File: src/rtl/ws2812_stream_decoder.sv
`default_nettype none
// +-------------------------------------------------------------------------+
// | ws2812_stream_decoder: WS2812B single-wire stream to 24-bit word decoder |
// | Rev 1.0                                                                  |
// +-------------------------------------------------------------------------+
module ws2812_stream_decoder #(
  parameter int SYNC_STAGES  = 2,
  parameter int MIN_HIGH     = 4,
  parameter int BIT_THRESH   = 24,
  parameter int MAX_HIGH     = 48,
  parameter int RESET_CYCLES = 1500,
  parameter int FRAME_CYCLES = 8000
) (
  input  logic        clk,
  input  logic        reset,
  input  logic        din,
  output logic [23:0] pixel_data,
  output logic        pixel_valid,
  output logic [8:0]  pixel_index,
  output logic        frame_done,
  output logic [8:0]  frame_pixels,
  output logic        bit_error,
  output logic        busy
);

  localparam logic [6:0]  c_min_high   = 7'(MIN_HIGH);
  localparam logic [6:0]  c_bit_thresh = 7'(BIT_THRESH);
  localparam logic [6:0]  c_max_high   = 7'(MAX_HIGH);
  localparam logic [13:0] c_reset_cyc  = 14'(RESET_CYCLES);
  localparam logic [13:0] c_frame_cyc  = 14'(FRAME_CYCLES);

  typedef enum logic [1:0] {
    S_IDLE   = 2'd0,
    S_HIGH   = 2'd1,
    S_LOW    = 2'd2,
    S_RESYNC = 2'd3
  } state_t;

  logic [SYNC_STAGES-1:0] r_sync;
  logic                   r_ds_d;
  logic                   w_ds;
  logic                   w_rise;
  logic                   w_fall;

  state_t      r_state,        w_state_n;
  logic [6:0]  r_hcnt,         w_hcnt_n;
  logic [13:0] r_lcnt,         w_lcnt_n;
  logic [4:0]  r_bitcnt,       w_bitcnt_n;
  logic [22:0] r_shift,        w_shift_n;
  logic [23:0] r_pixel_data,   w_pixel_data_n;
  logic        r_pixel_valid,  w_pixel_valid_n;
  logic [8:0]  r_pixel_index,  w_pixel_index_n;
  logic        r_frame_done,   w_frame_done_n;
  logic [8:0]  r_frame_pixels, w_frame_pixels_n;
  logic        r_bit_error,    w_bit_error_n;
  logic        w_bit;
  logic [6:0]  w_hcnt_inc;
  logic [13:0] w_lcnt_inc;

  always_ff @(posedge clk) begin
    if (reset) begin
      r_sync <= '0;
      r_ds_d <= 1'b0;
    end else begin
      r_sync[0] <= din;
      for (int i = 1; i < SYNC_STAGES; i++) begin
        r_sync[i] <= r_sync[i-1];
      end
      r_ds_d <= w_ds;
    end
  end

  assign w_ds   = r_sync[SYNC_STAGES-1];
  assign w_rise = w_ds & ~r_ds_d;
  assign w_fall = ~w_ds & r_ds_d;

  assign w_hcnt_inc = (r_hcnt == 7'h7f)     ? r_hcnt : r_hcnt + 7'd1;
  assign w_lcnt_inc = (r_lcnt == 14'h3fff)  ? r_lcnt : r_lcnt + 14'd1;

  always_ff @(posedge clk) begin
    if (reset) begin
      r_state        <= S_IDLE;
      r_hcnt         <= '0;
      r_lcnt         <= '0;
      r_bitcnt       <= '0;
      r_shift        <= '0;
      r_pixel_data   <= '0;
      r_pixel_valid  <= 1'b0;
      r_pixel_index  <= '0;
      r_frame_done   <= 1'b0;
      r_frame_pixels <= '0;
      r_bit_error    <= 1'b0;
    end else begin
      r_state        <= w_state_n;
      r_hcnt         <= w_hcnt_n;
      r_lcnt         <= w_lcnt_n;
      r_bitcnt       <= w_bitcnt_n;
      r_shift        <= w_shift_n;
      r_pixel_data   <= w_pixel_data_n;
      r_pixel_valid  <= w_pixel_valid_n;
      r_pixel_index  <= w_pixel_index_n;
      r_frame_done   <= w_frame_done_n;
      r_frame_pixels <= w_frame_pixels_n;
      r_bit_error    <= w_bit_error_n;
    end
  end

  always_comb begin
    w_state_n        = r_state;
    w_hcnt_n         = r_hcnt;
    w_lcnt_n         = r_lcnt;
    w_bitcnt_n       = r_bitcnt;
    w_shift_n        = r_shift;
    w_pixel_data_n   = r_pixel_data;
    w_pixel_valid_n  = 1'b0;
    w_pixel_index_n  = r_pixel_index;
    w_frame_done_n   = 1'b0;
    w_frame_pixels_n = r_frame_pixels;
    w_bit_error_n    = r_bit_error;
    w_bit            = (r_hcnt >= c_bit_thresh);

    // Index advances the cycle after the strobe so pixel_index names the word on pixel_valid.
    if (r_pixel_valid) begin
      if (r_pixel_index == 9'd511) begin
        w_bit_error_n = 1'b1;
      end else begin
        w_pixel_index_n = r_pixel_index + 9'd1;
      end
    end

    case (r_state)
      S_IDLE: begin
        w_lcnt_n = w_lcnt_inc;
        if (w_rise) begin
          w_state_n = S_HIGH;
          w_hcnt_n  = 7'd1;
        end else if (r_lcnt == c_frame_cyc && r_pixel_index != 9'd0) begin
          w_frame_done_n   = 1'b1;
          w_frame_pixels_n = r_pixel_index;
          w_pixel_index_n  = 9'd0;
        end
      end

      S_HIGH: begin
        w_hcnt_n = w_hcnt_inc;
        if (w_fall) begin
          if (r_hcnt < c_min_high) begin
            w_bit_error_n = 1'b1;
            w_bitcnt_n    = 5'd0;
            w_lcnt_n      = 14'd0;
            w_state_n     = S_RESYNC;
          end else begin
            w_state_n = S_LOW;
            w_lcnt_n  = 14'd1;
            if (r_bitcnt == 5'd23) begin
              w_pixel_data_n  = {w_bit, r_shift};
              w_pixel_valid_n = 1'b1;
              w_bitcnt_n      = 5'd0;
            end else begin
              w_shift_n[r_bitcnt] = w_bit;
              w_bitcnt_n          = r_bitcnt + 5'd1;
            end
          end
        end else if (r_hcnt >= c_max_high) begin
          w_bit_error_n = 1'b1;
          w_bitcnt_n    = 5'd0;
          w_lcnt_n      = 14'd0;
          w_state_n     = S_RESYNC;
        end
      end

      S_LOW: begin
        w_lcnt_n = w_lcnt_inc;
        if (w_rise) begin
          w_state_n = S_HIGH;
          w_hcnt_n  = 7'd1;
        end else if (r_lcnt == c_reset_cyc) begin
          w_state_n = S_IDLE;
          if (r_bitcnt != 5'd0) begin
            w_bit_error_n = 1'b1;
            w_bitcnt_n    = 5'd0;
          end
        end
      end

      S_RESYNC: begin
        w_lcnt_n = w_ds ? 14'd0 : w_lcnt_inc;
        if (r_lcnt == c_reset_cyc && !w_ds) begin
          w_state_n  = S_IDLE;
          w_bitcnt_n = 5'd0;
        end
      end

      default: w_state_n = S_IDLE;
    endcase
  end

  assign pixel_data   = r_pixel_data;
  assign pixel_valid  = r_pixel_valid;
  assign pixel_index  = r_pixel_index;
  assign frame_done   = r_frame_done;
  assign frame_pixels = r_frame_pixels;
  assign bit_error    = r_bit_error;
  assign busy         = (r_bitcnt != 5'd0) || (r_state == S_HIGH);

endmodule
`default_nettype wire

File: config.mk
export PLATFORM = sky130hd
export DESIGN_NAME = ws2812_stream_decoder
export DESIGN_NICKNAME = d
export VERILOG_FILES = /design/src/rtl/ws2812_stream_decoder.sv
export SDC_FILE = /design/constraint.sdc
export NUM_CORES = 1
export LEC_CHECK = 0
export BUFFER_PORTS_ARGS = -buffer_cell sky130_fd_sc_hd__buf_2
export CORE_MARGIN = 2
export CORE_UTILIZATION = 40
export CTS_BUF_LIST = sky130_fd_sc_hd__clkbuf_16
export DETAILED_ROUTE_END_ITERATION = 10
export PLACE_DENSITY_LB_ADDON = 0.1
export SLEW_MARGIN = 5
export SYNTH_ARGS = -nofsm -noshare
export SYNTH_HDL_FRONTEND = slang
export SYNTH_SLANG_ARGS = --single-unit
export TNS_END_PERCENT = 20
File: constraint.sdc
create_clock -name clk -period 2.48 [get_ports clk]
set_input_delay 0.372 -clock clk [delete_from_list [all_inputs] [get_ports clk]]
set_output_delay 0.372 -clock clk [all_outputs]
set_load 0.02 [all_outputs]
==> summary.txt <==
Setup path
  • CP required: roughly 2.7 ns
  • WS Path Type: flip-flop to flip-flop
  • CP Capture Type: flip-flop
  • Worst setup SP type: flip-flop
  • CP max FO: 10
  • Crit path buffers/inverters: 2
  • CP Cell Sequence: inv_1, ha_1, nor4b_1, nand4_1, a211oi_2, buf_4, or2_2, a211oi_1
  • Top delay family on crit path: simple AND/OR/NAND/NOR gates
  • CP arrival: ~2.5 ns
  • CP max-delay cell: nor4b_1
  • Max stage delay on crit path: roughly 0.47 ns

Clocking
  • Max Root-Sink Buffers: 2
  • Total CTS buffers: 9
  • H-tree levels: 3
  • Post-cts hold buffer count: 0
  • Post-CTS setup buffer count: 0
  • Clk pin slew, worst setup/hold paths: 0.07 ns
  • Worst-Skew Late Latency: roughly 0.35 ns
  • CTS resizes: 0
  • Root buffer cell: clkbuf_16
  • CTS sink cnt: 99
  • CTS tree: built

Final layout
  • Fillers: between 1k and 1.5k
  • Share of post-route cells with drive strength above 1: 0.158
  • N_diodes: 0
  • Layout area overhead: 16.1%
  • Final #Nets: 613

GRT
  • All-Layer GR Usage: 0.180
  • Global-route wire length before repair: around 18000 um
  • Pin count of the biggest net entering global routing: between 40 and 50
  • Antenna violations before repair: 0
  • Met1 Resource Use GR: 0.250
  • Vias in the first global route: between 3k and 4k
  • GR Overflow Total: 0
  • M3 GR Usage: 0.0285
  • Met2 usage: 0.276
  • Top Usage Layer GRT: met2

Run
  • Max cap viols: 0

Floorplanning
  • Core Region: ~11000 um^2
  • Die width: approximately 110 um
  • Die H: ~110 um
  • # IOs: slightly below 50
  • Die ar.: ~12000 um^2
  • Initial core utilization: 0.414
  • Rows: 38

Route
  • DR pass1 iterations: 4
  • Vias: between 3k and 4k
  • DRC violations left: 0
  • Starting DRT DRC Count: roughly 210
  • Routed WL per cell: 14.3 um
  • Detailed Route WL: 10600 um
  • Remaining antenna violation count: 0
  • Drt via density: 5.35

STA
  • Max Clock Freq: between 400 and 500 MHz
  • Fin crit share: 0.915
  • Slew HR: 0.508
  • Worst clock skew: 0.00802 ns
  • Worst Max-Slew Pin Slew: between 0.7 and 0.8 ns
  • Tmin final: 2.27 ns
  • Setup_tns: 0 ns
  • # setup viols final: 0
  • Slew Limit Fails: 0
  • Final Hold Fails: 0
  • Unrepaired setup endpoints after global routing: false

Yosys
  • Syn Inst Count: approximately 540
  • Yosys cell types: slightly below 60
  • Yosys top cell by area: dfxtp_1
  • Syn Nets: 560
  • Post-synthesis sequential area ratio: 0.436
  • Flops & latches, synth: 99
  • Most numerous cell in the Yosys netlist: dfxtp_1
  • Post-synth EDFFs: 0
  • Yosys warns: 0
  • Asr flop ratio synth: 0
  • Post-synth top flop: dfxtp_1
  • Mapped Area: approximately 4500 um^2
  • Syn_area_per_cell: roughly 8.4 um^2
  • Synth top area cells: dfxtp_1, nor2_1, nand2_1
  • Post-synth top cells: dfxtp_1, nor2_1, nand2_1
  • Post-synth top area share: 0.436

Placement
  • Detail Placement HPWL: 7380 um
  • PortBufs: 48
  • Gpl congestion: approximately 0.8

Power
  • PD cells: between 600 and 700 nW/um^2
  • Total power: roughly 3.5 mW
  • Max VDD drop: between 0.4 and 0.5 mV
  • Pleak: 1.94 nW

Outcome
  • Status: completed

Min path
  • Min-delay worst type: primary input to flip-flop
==> power breakdown <==
group | total, mW | switching, mW | internal [mW]
sequential | 1.66 | 0.0361 | 1.63
combinational | 0.589 | 0.376 | 0.213
clock | 1.29 | 0.616 | 0.677
==> flip-flops by register name, indices dropped and copies added (netlist names), 2 cells and up <==
register	cells
r_hcnt	7
frame_pixels	9
pixel_index	9
r_sync	2
r_bitcnt	5
r_shift	23
r_lcnt	14
pixel_data	24
r_state	2
==> logic make-up after synthesis <==
logic type | count (synthesis) | synth area share
XOR/XNOR | 17 | 0.0327
multiplexers | 10 | 0.0220
flip-flops | 99 | 0.436
AO/OA/AOI/OAI | 122 | 0.188
AND/OR/NAND/NOR | 234 | 0.239
buffers and inverters | 45 | 0.0407
adder cells (fa/ha/maj) | 15 | 0.0413
==> cells in the final DEF (no fill, tap or decap), types with 3 or more instances in the layout <==
cell type	n
dfxtp_1	99
nor2_1	92
nand2_1	66
buf_2	48
a21oi_1	40
a211oi_1	22
inv_1	20
buf_4	18
ha_1	15
o21ai_0	12
nand3_1	10
nand4_1	10
xnor2_1	10
mux2i_1	10
nor3_1	9
clkbuf_16	9
xor2_1	7
o22ai_1	7
nor2b_1	6
or3_1	6
a311oi_1	4
o211ai_1	4
and3_1	4
or4_1	4
a21o_1	4
o2111ai_1	4
nor4b_1	3
nand2b_1	3
or2_2	3
o41ai_1	3
a2111oi_0	3
==> through the flow <==
step                 util  hold WS, ns  area (um^2)  instances  worst slack, ns
global placement    0.457        0.434         5010        724            0.338
CTS                 0.481        0.218         5280        740            0.226
detailed placement  0.457        0.444         5010        724            0.245
finish              0.481        0.230         5280        740            0.211
floorplan               -        0.414         4550        542            0.514
global route        0.481        0.263         5280        740           0.0129
==> layer usage <==
metal,share of wire,vias up
li1,-,2031
met1,0.51,1863
met2,0.44,57
met3,0.030,11
met4,0.017,0
met5,0,-
==> final cells by class <==
cell class | instances | area [um^2] | share of cell area
multi-input combinational | 398 | 2390 | 0.452
sequential | 99 | 1980 | 0.375
timing repair buffer | 67 | 395 | 0.0748
clock buffer | 9 | 225 | 0.0426
tap | 140 | 175 | 0.0332
inverter | 20 | 75.1 | 0.0142
clock inverter | 7 | 43.8 | 0.00829
==> final timing paths <==
check / slack, ns / startpoint / depth (start not counted) / end
setup / recovery: 0.21 / r_state[0] / 8 / pixel_index[3]
hold reg to reg: 0.45 / r_sync[0] / 1 / r_sync[1]
setup reg to reg: 0.21 / r_state[0] / 8 / pixel_index[3]
hold / removal: 0.23 / din / 2 / r_sync[0]
==> worst register-to-register path: stages (launching register included) <==
cell,delay [ns]
dfxtp_1,0.35
inv_1,0.12
ha_1,0.24
nor4b_1,0.47
nand4_1,0.18
a211oi_2,0.21
buf_4,0.24
or2_2,0.26
a211oi_1,0.06
Power figures use the tool's default switching activity.
